[config.mk]
export PLATFORM = sky130hd
export DESIGN_NAME = instruction_fetch
export DESIGN_NICKNAME = d
export VERILOG_FILES = /design/src/rtl/instruction_fetch.sv
export SDC_FILE = /design/constraint.sdc
export NUM_CORES = 1
export LEC_CHECK = 0
export CORE_ASPECT_RATIO = 0.9
export CORE_MARGIN = 2
export CORE_UTILIZATION = 54
export CTS_BUF_LIST = sky130_fd_sc_hd__clkbuf_4
export CTS_CLUSTER_DIAMETER = 100
export DETAILED_ROUTE_END_ITERATION = 16
export PLACE_DENSITY_LB_ADDON = 0.3
export SLEW_MARGIN = 20
export SYNTH_ARGS = -nofsm -noshare
export SYNTH_HDL_FRONTEND = slang
export SYNTH_SLANG_ARGS = --single-unit
[constraint.sdc]
create_clock -name clk -period 4.6 [get_ports clk]
set_input_delay 0.46 -clock clk [delete_from_list [all_inputs] [get_ports clk]]
set_output_delay 0.46 -clock clk [all_outputs]
set_load 0.02 [all_outputs]
[src/rtl/instruction_fetch.sv]
// Instruction fetch: owns the PC, fetches over an imem req/ack handshake and
// buffers {instr, pc} in a small FIFO toward operand fetch.
module instruction_fetch #(
  parameter int unsigned    ADDR_W     = 32,
  parameter logic [ADDR_W-1:0] RESET_PC = '0,
  parameter int unsigned    FIFO_DEPTH = 2
) (
  input  logic              clk,
  input  logic              rst,
  input  logic              branch_taken_in,
  input  logic [ADDR_W-1:0] branch_pc_in,
  output logic              imem_req_out,
  output logic [ADDR_W-1:0] imem_addr_out,
  input  logic              imem_ack_in,
  input  logic [31:0]       imem_data_in,
  output logic [31:0]       instr_out,
  output logic [ADDR_W-1:0] pc_out,
  output logic              instr_valid_out,
  input  logic              instr_ready_in
);

  localparam int unsigned PW = $clog2(FIFO_DEPTH);
  localparam int unsigned CW = PW + 1;
  localparam logic [CW-1:0] DEPTH_C = CW'(FIFO_DEPTH);

  typedef enum logic [1:0] {
    IDLE = 2'd0,
    REQ  = 2'd1,
    DROP = 2'd2
  } state_t;

  state_t            r_state;
  state_t            w_state_nxt;
  logic [ADDR_W-1:0] r_fetch_pc;
  logic [ADDR_W-1:0] r_drop_addr;
  logic [31:0]       r_instr_mem [FIFO_DEPTH];
  logic [ADDR_W-1:0] r_pc_mem    [FIFO_DEPTH];
  logic [PW-1:0]     r_wptr;
  logic [PW-1:0]     r_rptr;
  logic [CW-1:0]     r_count;
  logic [CW-1:0]     w_cnt_nxt;
  logic              w_xfer;
  logic              w_push;
  logic              w_pop;

  assign instr_valid_out = (r_count != '0);
  assign imem_req_out    = (r_state == REQ) || (r_state == DROP);
  assign imem_addr_out   = (r_state == DROP) ? r_drop_addr : r_fetch_pc;
  assign instr_out       = instr_valid_out ? r_instr_mem[r_rptr] : '0;
  assign pc_out          = instr_valid_out ? r_pc_mem[r_rptr] : '0;

  assign w_xfer = imem_req_out & imem_ack_in;
  // A redirect overrides both sides of the FIFO in the same cycle.
  assign w_push = (r_state == REQ) & imem_ack_in & ~branch_taken_in;
  assign w_pop  = instr_valid_out & instr_ready_in & ~branch_taken_in;
  assign w_cnt_nxt = r_count + CW'(w_push) - CW'(w_pop);

  always_comb begin
    w_state_nxt = r_state;
    unique case (r_state)
      IDLE: begin
        if (branch_taken_in) w_state_nxt = REQ;
        else if (r_count < DEPTH_C) w_state_nxt = REQ;
      end
      REQ: begin
        if (branch_taken_in) w_state_nxt = w_xfer ? REQ : DROP;
        else if (w_xfer) w_state_nxt = (w_cnt_nxt < DEPTH_C) ? REQ : IDLE;
      end
      DROP: begin
        if (imem_ack_in) w_state_nxt = REQ;
      end
      default: w_state_nxt = IDLE;
    endcase
  end

  always_ff @(posedge clk or posedge rst) begin
    if (rst) begin
      r_state     <= IDLE;
      r_fetch_pc  <= RESET_PC;
      r_drop_addr <= RESET_PC;
    end else begin
      r_state <= w_state_nxt;
      if (branch_taken_in) r_fetch_pc <= branch_pc_in;
      else if (w_push) r_fetch_pc <= r_fetch_pc + ADDR_W'(4);
      // The in-flight address must stay on the bus until memory acks it.
      if (r_state == REQ && branch_taken_in && !w_xfer)
        r_drop_addr <= r_fetch_pc;
    end
  end

  always_ff @(posedge clk or posedge rst) begin
    if (rst) begin
      r_wptr  <= '0;
      r_rptr  <= '0;
      r_count <= '0;
    end else if (branch_taken_in) begin
      r_wptr  <= '0;
      r_rptr  <= '0;
      r_count <= '0;
    end else begin
      if (w_push) r_wptr <= r_wptr + PW'(1);
      if (w_pop)  r_rptr <= r_rptr + PW'(1);
      r_count <= w_cnt_nxt;
    end
  end

  always_ff @(posedge clk) begin
    if (w_push) begin
      r_instr_mem[r_wptr] <= imem_data_in;
      r_pc_mem[r_wptr]    <= r_fetch_pc;
    end
  end

endmodule

==> results.json <==
{
  "ir_drop_mv": 0.299,
  "synth_area_leader_cell": "edfxtp_1",
  "r2r_setup_slack_ns": 1.91,
  "tightest_slew_ns": 0.900,
  "drtIter0Drc": 388,
  "fin_nets": 863,
  "finClkSkew_ns": 0.0120,
  "internal_power_mw": 3.39,
  "postCtsResizedCells": 0,
  "finalHoldViolCount": 0,
  "endpoint": "imem_addr_out[29]",
  "dp_hpwl_um": 12300,
  "wl_um": 18400,
  "initial_utilization": 0.555,
  "ant_nets": 0,
  "drt_pass1_iterations": 5,
  "ctsHoldBuffers": 0,
  "cts.sinks": 198,
  "syn_inst": 632,
  "rows": 43,
  "period_share": 0.731,
  "syn_nets": 708,
  "numPortBuffers": 166,
  "grt_max_degree": 66,
  "clk_pin_slew_worst_paths_ns": 0.15,
  "syn_area_um2": 8610,
  "cts_tree": "built",
  "cp_max_fo": 27,
  "pin_count": 167,
  "maxCapViolations": 0,
  "timing.rr.end": "r_state[0]",
  "reg2reg_depth": 11,
  "synth_area_leaders": "edfxtp_1 (45%), dfrtp_1 (20%), mux2_2 (8.5%)",
  "final_util": 0.690,
  "rsz0062_at_grt": "no",
  "grt_overflow": 0,
  "cp-start-kind": "flip-flop",
  "cp_data_arrival_time_ns": 2.90,
  "via_count": 5697,
  "finalInstanceArea_um2": 10700,
  "p_comb_frac": 0.379,
  "pwr-share-clk": 0.149,
  "startpoint": "r_state[0]",
  "synth-seq-cells": 198,
  "syn_avg_cell_area_um2": 13.6,
  "p_seq_frac": 0.472,
  "grt_pass1_vias": 5565,
  "worst-setup-path-type": "reg2out",
  "finalWeightedCongestion": 0.806,
  "synth_most_common_cell": "edfxtp_1",
  "ys_warn_count": 0,
  "cts_setup_buffers": 0,
  "viasPerCell": 5.68,
  "required_ns": 4.14,
  "leakagePower_nw": 3.72,
  "root_buffer": "clkbuf_4",
  "max-slew-margin-rel": 0.399,
  "postSynth.asyncResetShare": 0.354,
  "ys.flop_type": "edfxtp_1",
  "finalCriticalPeriod_ns": 3.36,
  "min_path_type": "in2async",
  "finalSetupViolCount": 0,
  "cts_buffer_depth": 2,
  "syn_to_final_growth_pct": 24.2,
  "dieArea_um2": 17000,
  "placement.cell_area_um2": 10400,
  "die_w_um": 137,
  "grt_pass1_wl_um": 28600,
  "fin_tns_setup_ns": 0,
  "synth.distinct_cells": 43,
  "antenna_found_initial": 1,
  "core-area_um2": 15500,
  "grt.total_usage": 0.222,
  "wl_per_cell_um": 18.3,
  "run_status": "finished clean",
  "yosysTopAreaCellShare": 0.447,
  "drive_gt1_frac": 0.143,
  "cts_inserted_buffers": 17,
  "synth_seq_area_share": 0.650,
  "synthTopCellsByCount": "edfxtp_1 (128), nor2_1 (85), dfrtp_1 (70), mux2i_1 (66), mux2_2 (65)",
  "synth-edff-count": 128,
  "drv_slew": 0,
  "timing.fmax_mhz": 297,
  "sw_frac_of_total": 0.342,
  "htreeDepth": 4,
  "power_switching_mw": 1.76,
  "worstSetupEndpointType": "primary output",
  "worstSkewPairLatency_ns": 0.56,
  "die_y_um": 124,
  "power.density_nw_per_um2": 483,
  "drc": 0,
  "reg2reg_from": "r_count[1]"
}
[power groups by stage]
stage	sequential [mW]	clock (mW)	combinational, mW
floorplan	2.36	0	1.26
global placement	2.48	0	1.88
detailed placement	2.51	0	1.93
CTS	2.47	0.792	1.93
global route	2.47	0.853	2.10
finish	2.44	0.770	1.95
[metal layers]
metal  up-vias  track usage  routed length [µm]
met1      2796        0.299                7890
met5         -            0                   0
li1       2651            -                   -
met4         0       0.0735                 191
met3        22       0.0480                1350
met2       228        0.361                8950
[layout by cell type, fill, tap and decap left out, drive strengths merged, types with 4 or more instances in the layout]
cell	count
nor2	85
mux2	65
o211ai	5
clkinvlp	6
and4	10
nand4	11
buf	8
and3	4
or3	7
dfrtp	70
nand2	34
a31oi	11
clkinv	5
or4	9
ha	7
inv	10
clkbuf	19
mux2i	66
clkdlybuf4s50	166
o21ai	22
xor2	10
o31ai	4
xnor2	4
nand3	17
edfxtp	128
[stage by stage]
stage | power [mW] | hold slack [ns] | cells | worst slack [ns]
5_1_grt | 5.42 | 0.417 | 1003 | 1.06
2_1_floorplan | 3.62 | 0.440 | 632 | 0.578
3_5_place_dp | 4.44 | 0.483 | 969 | 1.55
3_3_place_gp | 4.36 | 0.464 | 969 | 1.67
6_report | 5.16 | 0.391 | 1003 | 1.24
4_1_cts | 5.19 | 0.388 | 1001 | 1.19
[kinds of logic after synthesis]
kind of cell / after synthesis / share of synthesized area
mux: 131 / 0.162
compound gates: 49 / 0.0350
simple gates: 186 / 0.104
buf+inv: 46 / 0.0220
xor+xnor: 15 / 0.0169
fa+ha+maj: 7 / 0.0102
flops: 198 / 0.650
[flip-flops by register name, summed over array words and instances (netlist names)]
| name | flops |
|---|---|
| r_drop_addr | 32 |
| r_instr_mem | 64 |
| r_wptr | 1 |
| r_count | 2 |
| r_pc_mem | 64 |
| r_state | 2 |
| r_rptr | 1 |
| r_fetch_pc | 32 |
[worst min-delay path by stage]
stage,start,to,slack [ns],cells after the start
final,rst,r_drop_addr[4],0.39,2
after global routing,rst,r_drop_addr[7],0.42,2
after CTS,rst,r_drop_addr[4],0.39,2
after detailed placement,r_drop_addr[13],r_drop_addr[13],0.48,2
after global placement,r_drop_addr[13],r_drop_addr[13],0.46,2
after floorplan,r_fetch_pc[15],r_pc_mem[0][15],0.44,0
[area by class of cell]
type,instances,area (µm²)
Sequential cell,198,5600
Inverter,8,30.0
Multi-Input combinational cell,388,2840
Clock buffer,19,143
Clock inverter,13,83.8
Antenna cell,1,2.50
Timing Repair Buffer,174,1730
Tap cell,202,253
Fill cell,1083,4810
[critical path: stages, from the launching register on]
cell and delay [ns]:
dfrtp_1 0.45, inv_1 0.11, ha_1 0.44, buf_4 0.41, mux2_2 0.38, clkdlybuf4s50_1 0.54
No activity file was read; power rests on OpenSTA's default activity.
